===== src/rtl/matriz_leds_param_if.sv =====
// matriz_leds_param_if -- control/status bundle for the LED-matrix game core. Rev 1.0
`default_nettype none

interface matriz_leds_param_if #(
  parameter int ROWS = 8,
  parameter int COLS = 8,
  parameter int NBTN = 8
);
  logic [NBTN-1:0]      botoes;
  logic [2:0]           nivel;
  logic                 limpar;
  logic                 mask_we;
  logic [3:0]           mask_sel;
  logic [ROWS*COLS-1:0] mask_data;
  logic [COLS-1:0]      colunas;
  logic [ROWS-1:0]      linhas;
  logic                 nivel_concluido;
  logic                 vitoria_pulso;
  logic [15:0]          jogadas;

  modport master (
    output botoes, nivel, limpar, mask_we, mask_sel, mask_data,
    input  colunas, linhas, nivel_concluido, vitoria_pulso, jogadas
  );

  modport slave (
    input  botoes, nivel, limpar, mask_we, mask_sel, mask_data,
    output colunas, linhas, nivel_concluido, vitoria_pulso, jogadas
  );
endinterface

`default_nettype wire


===== src/rtl/matriz_leds_param.sv =====
// matriz_leds_param -- lights-out style LED-matrix game core with row-multiplexed scan. Rev 1.0
`default_nettype none

module matriz_leds_param #(
  parameter int ROWS     = 8,
  parameter int COLS     = 8,
  parameter int NBTN     = 8,
  parameter int SCAN_DIV = 1000
) (
  input  logic              clk,
  input  logic              rst,
  matriz_leds_param_if.slave bus
);

  localparam int CELLS = ROWS * COLS;
  localparam int LW    = $clog2(ROWS);
  localparam int PW    = (SCAN_DIV > 1) ? $clog2(SCAN_DIV) : 1;

  logic [CELLS-1:0] masks_q [NBTN];
  logic [CELLS-1:0] masks_d [NBTN];
  logic [CELLS-1:0] board_q, board_d;
  logic [CELLS-1:0] toggle_w, req_w;
  logic [NBTN-1:0]  botoes_q, ev_w;
  logic [15:0]      jogadas_q, jogadas_d;
  logic [PW-1:0]    presc_q, presc_d;
  logic [LW-1:0]    linha_q, linha_d;
  logic [ROWS-1:0]  linhas_q, linhas_d;
  logic [COLS-1:0]  colunas_q, colunas_d;
  logic             conc_q, conc_d;
  logic             vit_q, vit_d;

  always_comb begin
    ev_w      = bus.botoes & ~botoes_q;
    toggle_w  = '0;
    board_d   = board_q;
    jogadas_d = jogadas_q;
    req_w     = '0;
    presc_d   = presc_q;
    linha_d   = linha_q;
    colunas_d = '0;

    // Overlapping masks cancel naturally through the XOR reduction.
    for (int b = 0; b < NBTN; b++) begin
      if (ev_w[b]) toggle_w = toggle_w ^ masks_q[b];
    end

    if (bus.limpar) begin
      board_d   = '0;
      jogadas_d = '0;
    end else if (|ev_w) begin
      board_d = board_q ^ toggle_w;
      if (jogadas_q != 16'hFFFF) jogadas_d = jogadas_q + 16'd1;
    end

    // Writes land after the toggle, so a same-edge press sees the old mask.
    for (int b = 0; b < NBTN; b++) begin
      masks_d[b] = masks_q[b];
      if (bus.mask_we && (bus.mask_sel == 4'(b))) masks_d[b] = bus.mask_data;
    end

    for (int r = 0; r < ROWS; r++) begin
      if (r < 2 * int'(bus.nivel) + 1) req_w[r*COLS +: COLS] = '1;
    end
    conc_d = ((board_q & req_w) == req_w);
    vit_d  = conc_d & ~conc_q;

    if (presc_q == PW'(SCAN_DIV - 1)) begin
      presc_d = '0;
      linha_d = (linha_q == LW'(ROWS - 1)) ? '0 : linha_q + LW'(1);
    end else begin
      presc_d = presc_q + PW'(1);
    end

    // Outputs follow the next row and next board so they always agree.
    linhas_d = ~(ROWS'(1) << linha_d);
    for (int r = 0; r < ROWS; r++) begin
      if (linha_d == LW'(r)) colunas_d = board_d[r*COLS +: COLS];
    end
  end

  always_ff @(posedge clk or negedge rst) begin
    if (!rst) begin
      for (int b = 0; b < NBTN; b++) masks_q[b] <= '0;
      board_q   <= '0;
      botoes_q  <= '1;
      jogadas_q <= '0;
      presc_q   <= '0;
      linha_q   <= '0;
      linhas_q  <= ~ROWS'(1);
      colunas_q <= '0;
      conc_q    <= 1'b0;
      vit_q     <= 1'b0;
    end else begin
      for (int b = 0; b < NBTN; b++) masks_q[b] <= masks_d[b];
      board_q   <= board_d;
      botoes_q  <= bus.botoes;
      jogadas_q <= jogadas_d;
      presc_q   <= presc_d;
      linha_q   <= linha_d;
      linhas_q  <= linhas_d;
      colunas_q <= colunas_d;
      conc_q    <= conc_d;
      vit_q     <= vit_d;
    end
  end

  assign bus.colunas         = colunas_q;
  assign bus.linhas          = linhas_q;
  assign bus.nivel_concluido = conc_q;
  assign bus.vitoria_pulso   = vit_q;
  assign bus.jogadas         = jogadas_q;

endmodule

`default_nettype wire

===== src/flat_wrapper.sv =====
// flat-port wrapper written by rule: the top's interface ports become plain ports
module matriz_leds_param_flat 
#(
  parameter int ROWS     = 8,
  parameter int COLS     = 8,
  parameter int NBTN     = 8,
  parameter int SCAN_DIV = 1000
)
  (clk, rst, bus_botoes, bus_nivel, bus_limpar, bus_mask_we, bus_mask_sel, bus_mask_data, bus_colunas, bus_linhas, bus_nivel_concluido, bus_vitoria_pulso, bus_jogadas);
  matriz_leds_param_if #(.ROWS(ROWS), .COLS(COLS), .NBTN(NBTN)) bus_i ();
  input  logic clk;
  input  logic rst;
  input wire logic [$bits(bus_i.botoes)-1:0] bus_botoes;
  input wire logic [$bits(bus_i.nivel)-1:0] bus_nivel;
  input wire logic [$bits(bus_i.limpar)-1:0] bus_limpar;
  input wire logic [$bits(bus_i.mask_we)-1:0] bus_mask_we;
  input wire logic [$bits(bus_i.mask_sel)-1:0] bus_mask_sel;
  input wire logic [$bits(bus_i.mask_data)-1:0] bus_mask_data;
  output wire logic [$bits(bus_i.colunas)-1:0] bus_colunas;
  output wire logic [$bits(bus_i.linhas)-1:0] bus_linhas;
  output wire logic [$bits(bus_i.nivel_concluido)-1:0] bus_nivel_concluido;
  output wire logic [$bits(bus_i.vitoria_pulso)-1:0] bus_vitoria_pulso;
  output wire logic [$bits(bus_i.jogadas)-1:0] bus_jogadas;
  assign bus_i.botoes = bus_botoes;
  assign bus_i.nivel = bus_nivel;
  assign bus_i.limpar = bus_limpar;
  assign bus_i.mask_we = bus_mask_we;
  assign bus_i.mask_sel = bus_mask_sel;
  assign bus_i.mask_data = bus_mask_data;
  assign bus_colunas = bus_i.colunas;
  assign bus_linhas = bus_i.linhas;
  assign bus_nivel_concluido = bus_i.nivel_concluido;
  assign bus_vitoria_pulso = bus_i.vitoria_pulso;
  assign bus_jogadas = bus_i.jogadas;
  matriz_leds_param #(.ROWS(ROWS), .COLS(COLS), .NBTN(NBTN), .SCAN_DIV(SCAN_DIV)) u_core (.clk(clk), .rst(rst), .bus(bus_i));
endmodule

===== config.mk =====
export PLATFORM = sky130hd
export DESIGN_NAME = matriz_leds_param_flat
export DESIGN_NICKNAME = d
export VERILOG_FILES = /design/src/rtl/matriz_leds_param_if.sv /design/src/rtl/matriz_leds_param.sv /design/src/flat_wrapper.sv
export SDC_FILE = /design/constraint.sdc
export NUM_CORES = 1
export LEC_CHECK = 0
export CAP_MARGIN = 20
export CORE_UTILIZATION = 40
export CTS_CLUSTER_SIZE = 28
export DETAILED_ROUTE_END_ITERATION = 10
export GPL_TIMING_DRIVEN = 0
export PLACE_DENSITY_LB_ADDON = 0.3
export SYNTH_ARGS = -nofsm -noshare
export SYNTH_HDL_FRONTEND = slang
export SYNTH_SLANG_ARGS = --single-unit

===== constraint.sdc =====
create_clock -name clk -period 4.4 [get_ports clk]
set_input_delay 0.88 -clock clk [delete_from_list [all_inputs] [get_ports clk]]
set_output_delay 0.88 -clock clk [all_outputs]
set_load 0.02 [all_outputs]

==> reports/qor.yml <==
hold_viol: 0
syn-num-nets: 2588
cts_buffers: 70
power.share.sequential: 0.421
drtIter0Drc: 1887
outcome: "finished, violations left"
fin_crit_ns: 4.41
final_cells: 3791
powerDensity_nw_per_um2: 521
clock_sinks: 631
syn_area_um2: 31400
violations: "negative setup slack"
gr-usage-all-layers: 0.260
core_area_um2: 77600
wire_per_inst_um: 27.1
syn_area_per_cell_um2: 12.6
setup_viol: 2
yosys.area_share.adder: 0.00191
wl_um: 103000
setup_ws_ns: -0.0138
drv_cap: 0
synth_area_leaders: "dfrtp_1, mux2_2, xnor3_1, xnor2_1, nand2_1"
htreeDepth: 3
ys_ff_latch: 631
grt_pass1_wl_um: 147000
dieArea_um2: 79600
crit_fanout: 10
viasPerCell: 5.50
drt_first_pass_iters: 5
antenna_found_initial: 8
ys_async_sr_fraction: 1.00
critPathArrivalTime_ns: 4.82
path_clk_slew_ns: 0.06
slew_headroom: 0.199
cts_hold_buf: 0
place_inst: 3665
pwr-share-clk: 0.320
hold_path.class: "primary input to asynchronous set/reset pin"
vias: 20800
tightest_slew_ns: 1.20
drc: 0
nFillCells: 6955
slew_viol_final: 0
criticalPathCategory: "primary input to flip-flop"
ys.flop_type: "dfrtp_1"
switchingPower_mw: 5.60
pwr-share-comb: 0.259
synth_warnings: 0
yosys.cell_types.count: 66
clock_latency_ns: 0.64
synth_top_cell_area_share: 0.491
final_area_um2: 36500
internal_power_mw: 13.4
nets: 2781
synthSimpleGateAreaFrac: 0.107
synthMuxAreaShare: 0.187
ys_seq_area_frac: 0.504
die_w_um: 282
power.total_mw: 19.0
start_util: 0.405
grt_max_degree: 126
fp-row-count: 102
drtAntennaViolNets: 0
max_clock_freq_ghz: 0.227
finClkSkew_ns: 0.0372
crit_top_cell: "buf_2"
grt_pass1_vias: 21200
slowest_stage: "buf_2"
layout-drive-gt1-share: 0.266
syn_inst: 2501
globalRoute.totalOverflow: 0
numPortBuffers: 115
worstPathCellList: "clkdlybuf4s50_1 -> buf_2 -> buf_2 -> buf_2 -> nand3b_1 -> xor2_1 -> xnor3_1 -> xnor2_1 -> xnor2_1 -> mux2i_1 -> a221oi_1 -> a211oi_1"
cp-start-kind: "primary input"
min_period_over_period: 1.00
cts_tree: "yes"
hpwl_um: 69400
endpoint_kind: "flip-flop"
place_congestion: 0.950
cp_slowest_stage_delay_ns: 0.60
fin_util: 0.470
synth-compound-area-share: 0.0151
dpl-instance-area_um2: 34100
switching_share: 0.295
synth_top_area_cell: "dfrtp_1"
ir_drop_uv: 288
hold-worst-slack_ns: 0.327
synth_xor_area_frac: 0.165
cts.path.max_buffers: 3
clock-root-buffer: "clkbuf_16"
io_pins: 117
cp.required_ns: 4.81
area_growth_pct: 16.1
synth_top_family_by_area: "multiplexers"
leakage_nw: 16.2
die_h_um: 282
synth_edf_count: 0
## worst paths after layout
| path | startpoint | endpoint | slack (ns) | depth (start not counted) |
|---|---|---|---|---|
| max in group asynchronous | rst | u_core.botoes_q[5] | 2.59 | 3 |
| worst min-delay path | rst | u_core.masks_q[510] | 0.33 | 1 |
| worst min register to register | u_core.bus.nivel_concluido | u_core.bus.vitoria_pulso | 0.43 | 1 |
| min in group clk | u_core.bus.nivel_concluido | u_core.bus.vitoria_pulso | 0.43 | 1 |
| worst max-delay path | bus_botoes[6] | u_core.bus.colunas[2] | -0.01 | 12 |
| worst max register to register | u_core.botoes_q[6] | u_core.bus.colunas[2] | 0.01 | 10 |
## sequential cells by signal, summed over array words and instances, names as in the netlist
name and cells:
u_core.bus.linhas 8, u_core.linha_q 3, u_core.presc_q 10, u_core.board_q 64, u_core.bus.colunas 8, u_core.botoes_q 8, u_core.bus.vitoria_pulso 1, u_core.bus.nivel_concluido 1
u_core.masks_q 512, u_core.bus.jogadas 16
## cell families after synthesis
family	after synthesis
DFF	631
AOI/OAI and AO/OA	66
adders and majority gates	5
xor gates and xnor gates	412
buffers and inverters	138
muxes	522
and+or+nand+nor	727
## worst max-delay path: cells and delay by family
family,cells,cell delay (ns)
simple gates,1,0.17
xor+xnor,4,0.94
compound gates,2,0.72
mux,1,0.15
buf+inv,4,1.93
## stage by stage
stage	worst slack [ns]	TNS, ns
floorplan	1.60	0
global placement	-25.28	-
detailed placement	-1.08	-16.21
CTS	0.0375	0
global route	-0.000977	-0.000977
finish	-0.0138	-0.0145
## final cells by class
type / count / area (µm²) / area share
diodes: 1 / 2.50 / 0.0000686
plain buffers: 130 / 641 / 0.0176
clock buffers: 106 / 2090 / 0.0573
clock inverters: 22 / 285 / 0.00782
inverters: 5 / 20.0 / 0.000549
multi-input cells: 1732 / 15000 / 0.410
flip-flops and latches: 631 / 15800 / 0.434
well taps: 1040 / 1300 / 0.0357
repair buffers: 124 / 1360 / 0.0374
## cell usage in the layout, fill, tap and decap left out, drive strengths merged, types with 15 or more instances in the layout
cell,instances
o21ai,19
buf,65
nand4,20
xnor2,233
nor2,90
xor2,65
clkbuf,181
nand3b,95
mux2,514
clkdlybuf4s50,113
dfstp,15
xnor3,114
dfrtp,616
nand2,455
## what timing repair did
item | in CTS | in global routing
gates resized for setup | 7 | 7
pin swaps | 0 | 0
setup endpoints to repair | 8 | 5
buffers inserted | 0 | 0
## synthesized netlist by cell type, types with 4 or more instances
cell      instances
dfrtp_1         616
mux2_2          514
nand2_1         452
xnor2_1         233
xnor3_1         114
nand3b_1         95
nor2_1           87
clkbuf_1         70
xor2_1           65
buf_2            45
nand4_1          20
o21ai_0          19
dfstp_2          15
buf_4            13
nand3_1          12
a21oi_1          10
nor3_1            8
or3_1             8
mux2i_1           7
and2_1            6
nor2b_1           6
and3_1            5
o22ai_1           5
a22oi_1           4
and2b_1           4
ha_1              4
nor4_1            4
## power by group through the flow
stage	Sequential (mW)	Combinational [mW]	Clock, mW
2_1_floorplan	7.80	3.41	0
3_3_place_gp	8.03	4.73	0
3_5_place_dp	8.05	4.87	0
4_1_cts	7.96	4.89	6.16
5_1_grt	8.12	5.20	6.40
6_report	7.99	4.92	6.08
## metal layers
metal,GRT usage,vias up,share of wire
met5,0,-,0.00032
met4,0.111,6,0.042
met3,0.0503,211,0.077
met2,0.410,809,0.46
met1,0.351,10900,0.42
li1,-,8880,-
Power figures use the tool's default switching activity.
